<file path="src/rtl/cmd_reset_seq_if.sv">
// Command/status bundle between a controller and the reset sequencer.
interface cmd_reset_seq_if #(
    parameter int unsigned N_CH  = 4,
    parameter int unsigned CNT_W = 16,
    parameter int unsigned SEQ_W = 8
);
    logic             start;
    logic             abort;
    logic             repeat_en;
    logic [CNT_W-1:0] delay;
    logic [CNT_W-1:0] width;
    logic [CNT_W-1:0] run_len;
    logic [N_CH-1:0]  ch_reset;
    logic             busy;
    logic             done;
    logic [SEQ_W-1:0] seq_count;

    modport master (output start, abort, repeat_en, delay, width, run_len,
                    input  ch_reset, busy, done, seq_count);
    modport slave  (input  start, abort, repeat_en, delay, width, run_len,
                    output ch_reset, busy, done, seq_count);
endinterface

</file>
<file path="src/rtl/cmd_reset_seq.sv">
// Programmable reset sequencer: delay, staggered per-channel reset pulses,
// run window, completion pulse; optionally repeats with the latched config.
module cmd_reset_seq #(
    parameter int unsigned N_CH    = 4,
    parameter int unsigned CNT_W   = 16,
    parameter int unsigned STAGGER = 2,
    parameter int unsigned SEQ_W   = 8
) (
    input  logic           clk,
    input  logic           rst_n,
    cmd_reset_seq_if.slave bus
);
    localparam int unsigned SPAN = (N_CH - 1) * STAGGER;
    localparam int unsigned PW   = CNT_W + $clog2(SPAN + 2);
    localparam int unsigned PW1  = PW + 1;

    typedef enum logic [2:0] {S_IDLE, S_DELAY, S_PULSE, S_RUN, S_DONE} state_t;

    state_t           state, state_nxt;
    logic [CNT_W-1:0] cnt, cnt_nxt;
    logic [PW-1:0]    pcnt, pcnt_nxt;
    logic [CNT_W-1:0] cfg_delay, cfg_delay_nxt;
    logic [CNT_W-1:0] cfg_width, cfg_width_nxt;
    logic [CNT_W-1:0] cfg_run, cfg_run_nxt;
    logic             cfg_rep, cfg_rep_nxt;
    logic [N_CH-1:0]  ch_reset_q, ch_reset_nxt;
    logic             busy_q, busy_nxt;
    logic             done_q, done_nxt;
    logic [SEQ_W-1:0] seq_q, seq_nxt;
    logic [PW-1:0]    p_last;
    logic [PW:0]      rel;

    // Next state plus output decode from the next state, so the registered
    // outputs line up with the state they describe.
    always_comb begin
        state_nxt     = state;
        cnt_nxt       = cnt;
        pcnt_nxt      = pcnt;
        cfg_delay_nxt = cfg_delay;
        cfg_width_nxt = cfg_width;
        cfg_run_nxt   = cfg_run;
        cfg_rep_nxt   = cfg_rep;
        ch_reset_nxt  = '0;
        rel           = '0;
        p_last        = PW'(cfg_width) + PW'(SPAN) - PW'(1);

        case (state)
            S_IDLE: begin
                if (bus.start && !bus.abort) begin
                    cfg_delay_nxt = bus.delay;
                    cfg_width_nxt = (bus.width == '0) ? CNT_W'(1) : bus.width;
                    cfg_run_nxt   = bus.run_len;
                    cfg_rep_nxt   = bus.repeat_en;
                    cnt_nxt       = '0;
                    pcnt_nxt      = '0;
                    state_nxt     = (bus.delay == '0) ? S_PULSE : S_DELAY;
                end
            end
            S_DELAY: begin
                if (cnt == cfg_delay - CNT_W'(1)) begin
                    pcnt_nxt  = '0;
                    state_nxt = S_PULSE;
                end else begin
                    cnt_nxt = cnt + CNT_W'(1);
                end
            end
            S_PULSE: begin
                if (pcnt == p_last) begin
                    cnt_nxt   = '0;
                    state_nxt = (cfg_run == '0) ? S_DONE : S_RUN;
                end else begin
                    pcnt_nxt = pcnt + PW'(1);
                end
            end
            S_RUN: begin
                if (cnt == cfg_run - CNT_W'(1)) state_nxt = S_DONE;
                else                            cnt_nxt   = cnt + CNT_W'(1);
            end
            S_DONE: begin
                cnt_nxt  = '0;
                pcnt_nxt = '0;
                if (!cfg_rep)              state_nxt = S_IDLE;
                else if (cfg_delay == '0)  state_nxt = S_PULSE;
                else                       state_nxt = S_DELAY;
            end
            default: state_nxt = S_IDLE;
        endcase

        if (bus.abort) state_nxt = S_IDLE;

        busy_nxt = (state_nxt != S_IDLE);
        done_nxt = (state_nxt == S_DONE);
        seq_nxt  = seq_q + SEQ_W'(done_nxt);

        // Channel k is high while pcnt sits in [k*STAGGER, k*STAGGER+W).
        if (state_nxt == S_PULSE) begin
            for (int k = 0; k < N_CH; k++) begin
                rel = {1'b0, pcnt_nxt} - PW1'(k * STAGGER);
                ch_reset_nxt[k] = !rel[PW] && (rel[PW-1:0] < PW'(cfg_width_nxt));
            end
        end
    end

    always_ff @(posedge clk or negedge rst_n) begin
        if (!rst_n) begin
            state      <= S_IDLE;
            cnt        <= '0;
            pcnt       <= '0;
            cfg_delay  <= '0;
            cfg_width  <= '0;
            cfg_run    <= '0;
            cfg_rep    <= 1'b0;
            ch_reset_q <= '0;
            busy_q     <= 1'b0;
            done_q     <= 1'b0;
            seq_q      <= '0;
        end else begin
            state      <= state_nxt;
            cnt        <= cnt_nxt;
            pcnt       <= pcnt_nxt;
            cfg_delay  <= cfg_delay_nxt;
            cfg_width  <= cfg_width_nxt;
            cfg_run    <= cfg_run_nxt;
            cfg_rep    <= cfg_rep_nxt;
            ch_reset_q <= ch_reset_nxt;
            busy_q     <= busy_nxt;
            done_q     <= done_nxt;
            seq_q      <= seq_nxt;
        end
    end

    assign bus.ch_reset  = ch_reset_q;
    assign bus.busy      = busy_q;
    assign bus.done      = done_q;
    assign bus.seq_count = seq_q;
endmodule

</file>
<file path="src/flat_wrapper.sv">
// flat-port wrapper written by rule: the top's interface ports become plain ports
module cmd_reset_seq_flat 
#(
    parameter int unsigned N_CH    = 4,
    parameter int unsigned CNT_W   = 16,
    parameter int unsigned STAGGER = 2,
    parameter int unsigned SEQ_W   = 8
)
  (clk, rst_n, bus_start, bus_abort, bus_repeat_en, bus_delay, bus_width, bus_run_len, bus_ch_reset, bus_busy, bus_done, bus_seq_count);
  cmd_reset_seq_if #(.N_CH(N_CH), .CNT_W(CNT_W), .SEQ_W(SEQ_W)) bus_i ();
  input  logic clk;
  input  logic rst_n;
  input wire logic [$bits(bus_i.start)-1:0] bus_start;
  input wire logic [$bits(bus_i.abort)-1:0] bus_abort;
  input wire logic [$bits(bus_i.repeat_en)-1:0] bus_repeat_en;
  input wire logic [$bits(bus_i.delay)-1:0] bus_delay;
  input wire logic [$bits(bus_i.width)-1:0] bus_width;
  input wire logic [$bits(bus_i.run_len)-1:0] bus_run_len;
  output wire logic [$bits(bus_i.ch_reset)-1:0] bus_ch_reset;
  output wire logic [$bits(bus_i.busy)-1:0] bus_busy;
  output wire logic [$bits(bus_i.done)-1:0] bus_done;
  output wire logic [$bits(bus_i.seq_count)-1:0] bus_seq_count;
  assign bus_i.start = bus_start;
  assign bus_i.abort = bus_abort;
  assign bus_i.repeat_en = bus_repeat_en;
  assign bus_i.delay = bus_delay;
  assign bus_i.width = bus_width;
  assign bus_i.run_len = bus_run_len;
  assign bus_ch_reset = bus_i.ch_reset;
  assign bus_busy = bus_i.busy;
  assign bus_done = bus_i.done;
  assign bus_seq_count = bus_i.seq_count;
  cmd_reset_seq #(.N_CH(N_CH), .CNT_W(CNT_W), .STAGGER(STAGGER), .SEQ_W(SEQ_W)) u_core (.clk(clk), .rst_n(rst_n), .bus(bus_i));
endmodule
</file>
<file path="config.mk">
export PLATFORM = sky130hd
export DESIGN_NAME = cmd_reset_seq_flat
export DESIGN_NICKNAME = d
export VERILOG_FILES = /design/src/rtl/cmd_reset_seq_if.sv /design/src/rtl/cmd_reset_seq.sv /design/src/flat_wrapper.sv
export SDC_FILE = /design/constraint.sdc
export NUM_CORES = 1
export LEC_CHECK = 0
export ABC_AREA = 1
export ABC_CLOCK_PERIOD_IN_PS = 13900
export BUFFER_PORTS_ARGS = -buffer_cell sky130_fd_sc_hd__buf_2
export CAP_MARGIN = 20
export CORE_MARGIN = 5
export CORE_UTILIZATION = 35
export DETAILED_ROUTE_END_ITERATION = 10
export SLEW_MARGIN = 5
export SYNTH_ARGS = -nofsm -noshare
export SYNTH_HDL_FRONTEND = slang
export SYNTH_SLANG_ARGS = --single-unit
</file>
<file path="constraint.sdc">
create_clock -name clk -period 13.9 [get_ports clk]
set_clock_uncertainty 0.2 [all_clocks]
set_input_delay 0 -clock clk [delete_from_list [all_inputs] [get_ports clk]]
set_output_delay 0 -clock clk [all_outputs]
set_load 0.01 [all_outputs]
</file>
* Word level (Yosys, flattened, before mapping)
Index checks and enable logic that the tools add are counted.
Storage, ports and cells: register bits after elaboration 101, word-level logic and storage cells 78
Cells by class: mux-type cells 23, magnitude comparators 4, add/sub/neg operators 10, equal/unequal tests 13, reduce and logical (&&, ||, !) cells 17
Operators with widths (count):
- 2-to-1 mux 16 bit | 7
- one-hot mux 16 bit (5 select lines) | 1
- less-than comparator 19 x 16 -> 1 bit | 4
- one-hot mux 19 bit (4 select lines) | 1
- logical NOT 16 bit | 4
- 2-to-1 mux 19 bit | 3
- subtractor 19 x 3 -> 20 bit (second input constant) | 2
- == test 16 bit | 2
- subtractor 16 x 1 -> 16 bit (second input constant) | 2
- 2-to-1 mux 3 bit | 7
- subtractor 19 x 2 -> 20 bit (second input constant) | 1
- adder 19 x 1 -> 19 bit (second input constant) | 1
- == test 19 bit | 1
- subtractor 19 x 1 -> 19 bit (second input constant) | 1
- adder 16 x 3 -> 17 bit (second input constant) | 1
- adder 16 x 1 -> 16 bit (second input constant) | 1
- one-hot mux 3 bit (5 select lines) | 1
- == test 3 x 2 -> 1 bit (second input constant) | 3
- adder 8 x 1 -> 8 bit | 1
- == test 3 bit (second input constant) | 2
- AND reduction 5 bit | 1
- nonzero test 5 bit | 1
- logical AND 1 bit | 4
- logical NOT 1 bit | 4
- other kinds (8) | 11

* Longest topological paths before layout
depth after elaboration 9, gate-level depth with buffers 40

* Least setup slack after synthesis
No wires, ideal clock.
path kind register -> register, start register u_core.cfg_width[1], end register u_core.ch_reset_q[1], in the netlist u_core.bus.ch_reset[1], stages on the path, launching flop included 41, data arrival time 4.448 ns, slack 9.180 ns, setup time 0.071 ns, data required time 13.629 ns, cells stage by stage dfrtp_1 > inv_1 > ha_1 > inv_2 > nand3_1 > nor2_2 > nand2_1 > nand2_1 > nand2_2 > nor2_4 > nand2_2 > nor2_4 > nand2_1 > nand2_1 > nand2_1 > nand2_1 > nand2_2 > nor2_2 > (+5 left out) > buf_4 > ha_1 > nand2_1 > nand3_1 > nor3_1 > xor2_1 > ha_1 > nand2_1 > nor2_1 > a211oi_1 > o21ai_0 > a221oi_1 > nand2_1 > nand2_1 > nand2_1 > nand2_1 > nand3_1 > nor2_1
Between the ends: word-level cells in the longest chain between the ends 9
RTL lines:
- start: declaration | RTL line cmd_reset_seq.sv:23 | logic [CNT_W-1:0] cfg_width, cfg_width_nxt;
- start signal: assignment | RTL line cmd_reset_seq.sv:122 | cfg_width <= cfg_width_nxt;
- adder 16 x 3 -> 17 bit | RTL line cmd_reset_seq.sv:45 | p_last = PW'(cfg_width) + PW'(SPAN) - PW'(1);
- subtractor 19 x 1 -> 19 bit | RTL line cmd_reset_seq.sv:45
- == test 19 bit | RTL line cmd_reset_seq.sv:68 | if (pcnt == p_last) begin
- 2-to-1 mux 19 bit | RTL line cmd_reset_seq.sv:68
- one-hot mux 19 bit (4 select lines) | RTL line cmd_reset_seq.sv:47 | case (state)
- subtractor 19 x 2 -> 20 bit | RTL line cmd_reset_seq.sv:98 | rel = {1'b0, pcnt_nxt} - PW1'(k * STAGGER);
- less-than comparator 19 x 16 -> 1 bit or logical NOT 1 bit (tied branches) | RTL line cmd_reset_seq.sv:99 | ch_reset_nxt[k] = !rel[PW] && (rel[PW-1:0] < PW'(cfg_width_nxt));
- logical AND 1 bit | RTL line cmd_reset_seq.sv:99
- 2-to-1 mux 4 bit (*) | RTL line cmd_reset_seq.sv:96 | if (state_nxt == S_PULSE) begin
- named net u_core.ch_reset_nxt[1] | RTL line cmd_reset_seq.sv:26 | logic [N_CH-1:0] ch_reset_q, ch_reset_nxt;
- end signal: assignment | RTL line cmd_reset_seq.sv:125 | ch_reset_q <= ch_reset_nxt;
- end: declaration | RTL line cmd_reset_seq.sv:26
The timed path passes the listed nets; every way through them passes the cells marked *. A chain may end at the register's enable or synchronous reset.

* Worst setup path in the final report
Ends and elaborated chain as after synthesis.

==> out/metrics.cfg <==
[status]
status=complete, no violations

[placed_design]
place_ws_ps=7830
gp_congestion=0.936
place_area_um2=10700
numPortBuffers=66
hpwl_mm=23.9

[worst_setup_path]
crit_type=flop to flop
slowest_delay_ps=400
worstPathArrival_ps=6250
reg2reg_from=u_core.cfg_width[1]$_DFF_PN0_
start_kind=flop
cp.required_ps=13980
reg2reg_to=u_core.bus.ch_reset[1]$_DFF_PN0_
end_kind=flop
ff2ff_path_depth=37
slowest_stage=dfrtp_1
path_max_fanout=6
crit_top_cell=nand2_1
reg2reg_slack_ps=7730

[worst_hold_path]
holdPathEnd=u_core.cfg_run[3]$_DFFE_PN0P_
hold_depth=4
worstHoldStart=bus_run_len[3]
hp-class=primary input to flop

[timing]
setup_violations=0
fin_ws_ps=7730
tightest_slew_ps=779
rsz0062_at_grt=no
hold_viol=0
timing.slew.headroom=0.480
fin_crit_ps=6170
drv_slew=0
fmax_mhz=162
worst_hold_slack_ps=172
fin_tns_setup_ps=0
finalCritPeriodShare=0.444

[cells_and_area]
fin_area_um2=11500
n_fill_cell=2952
antenna_cells=0
multiInputGateArea_um2=6670
seqCellArea_um2=2530
nNetsFinal=1729
layout-drive-gt1-share=0.116
syn2layout_area_growth_pct=15.8

[drt]
vias=10006
routedWlPerCell_um=15.1
drc=0
ant_nets=0
drt_iter0_markers=784
drt_pass1_iterations=5
routed_wirelength_mm=30.0
via_per_inst=5.04

[floorplanning]
io-pin-count=67
die_w_um=179
dieArea_um2=31900
die_h_um=179
core_um2=27900
start_util=0.356
fp-row-count=61

[power]
power_density_nw_per_um2=82.1
ir_drop_mv=0.0473
power.leakage_nw=5.76
finalPower_mw=0.945

[logic_synthesis]
yosys.cell_types.count=44
synth-warning-count=0
synth_cells=1492
yosysSeqAreaShare=0.254
synth_area_per_cell_um2=6.66
ys.flop_type=dfrtp_1
async_flop_share=1.00
synth_fp_nets=1617
synth_enable_flop_cells=0
ys_ff_latch=101
syn-cell-area_um2=9940

[global_routing]
antenna_found_initial=0
grt_pass1_wl_mm=48.5
groute.usage.overall=0.191
grt_pass1_vias=9401
grt_max_degree=69
overflow=0

[clock_tree]
cts-root-buf=clkbuf_16
cts_tree=yes
clock_path_buffers=2
htreeDepth=3
cts_resized=0
clk_latency_ps=360
clkTransAtPathRegs_ps=90
cts_sinks=101
cts_made_buffers=9

[flow_run]
maxCapViolCount=0

registers in the layout, summed over array words and instances (netlist names):
signal and count:
u_core.bus.seq_count 8, u_core.cfg_width 16, u_core.cfg_rep 1, u_core.cfg_run 16, u_core.state 3, u_core.bus.done 1, u_core.bus.busy 1, u_core.cfg_delay 16
u_core.pcnt 19, u_core.cnt 16, u_core.bus.ch_reset 4
logic make-up after synthesis:
group                      synth area share
xor gates and xnor gates             0.0898
and+or+nand+nor                       0.431
adders and majority gates            0.0906
buffers and inverters                0.0756
DFF                                   0.254
AOI/OAI and AO/OA                    0.0588
Yosys cell counts (2+ instances only):
cell type	number	area, um^2
a211oi_1	9	67.6
a21oi_1	32	160
a221oi_1	2	17.5
buf_1	3	11.3
buf_2	4	20.0
buf_4	3	22.5
buf_6	2	22.5
clkbuf_1	12	45.0
dfrtp_1	101	2530
ha_1	72	901
inv_1	160	601
inv_2	7	26.3
nand2_1	493	1850
nand2_2	24	150
nand2_4	8	90.1
nand3_1	114	571
nand3_2	11	110
nand3b_1	3	22.5
nand4_1	43	269
nor2_1	133	499
nor2_2	16	100
nor2_4	19	214
nor3_1	29	145
nor3_2	2	20.0
nor3_4	2	32.5
nor3b_1	2	15.0
nor4_1	14	87.6
nor4b_1	3	26.3
o21a_1	13	97.6
o21ai_0	34	170
o21ai_1	2	10.0
o31ai_1	3	22.5
or2_2	6	37.5
xnor2_1	23	201
xor2_1	79	692
cells in the final DEF (no fill, tap or decap), drive strengths merged, types with 13 or more instances in the layout:
master and n:
nand3 126, dlygate4sd3 53, a21oi 32, nor3 33, nand2 525, buf 72, xor2 79, o21ai 36
nand4 43, o21a 13, ha 72, dfrtp 101, nor4 15, xnor2 23, inv 170, nor2 168
what timing repair did:
| action | in CTS | in global routing |
|---|---|---|
| buffers inserted | 0 | 0 |
| endpoints found under the hold margin | 93 | 0 |
| hold buffers | 54 | 0 |
layout make-up:
| cell class | instances | share of cell area |
|---|---|---|
| multi-input cells | 1199 | 0.579 |
| flip-flops and latches | 101 | 0.219 |
| repair buffers | 125 | 0.0800 |
| inverters | 168 | 0.0548 |
| well taps | 378 | 0.0411 |
| clock buffers | 9 | 0.0196 |
| clock inverters | 7 | 0.00587 |
worst max-delay path by stage:
stage / from / end / slack [ps]
detailed placement: u_core.cfg_width[1]$_DFF_PN0_ / u_core.bus.ch_reset[1]$_DFF_PN0_ / 7830
floorplan: u_core.cfg_width[1]$_DFF_PN0_ / u_core.bus.ch_reset[1]$_DFF_PN0_ / 9180
finish: u_core.cfg_width[1]$_DFF_PN0_ / u_core.bus.ch_reset[1]$_DFF_PN0_ / 7730
CTS: u_core.cfg_width[1]$_DFF_PN0_ / u_core.bus.ch_reset[1]$_DFF_PN0_ / 7810
global route: u_core.cfg_width[1]$_DFF_PN0_ / u_core.bus.ch_reset[1]$_DFF_PN0_ / 7100
global placement: u_core.cfg_width[1]$_DFF_PN0_ / u_core.bus.ch_reset[1]$_DFF_PN0_ / 7930
worst max-delay path, delay by kind of cell, from the launching register on:
| kind | cells | cell delay (ps) |
|---|---|---|
| flops | 1 | 400 |
| compound gates | 3 | 640 |
| fa+ha+maj | 3 | 800 |
| xor+xnor | 1 | 190 |
| simple gates | 28 | 3640 |
| buf+inv | 2 | 190 |
routing by layer:
layer,GRT usage,wire length [um],vias to the layer above
met5,0,0,-
met4,0.0550,665,0
met3,0.0176,1390,41
met2,0.308,13400,257
met1,0.272,14500,4676
li1,-,-,5032
metrics by stage:
step | std cells | utilization
2_1_floorplan | 1492 | -
3_3_place_gp | 1917 | 0.382
3_5_place_dp | 1917 | 0.382
4_1_cts | 1987 | 0.412
5_1_grt | 1987 | 0.412
6_report | 1987 | 0.412
report_power, final:
group / switching, mW / total, mW / internal, mW
clock network: 0.135 / 0.261 / 0.126
logic: 0.209 / 0.331 / 0.122
registers: 0.0343 / 0.353 / 0.319
total: 0.378 / 0.945 / 0.567
No activity file was read; power rests on OpenSTA's default activity.
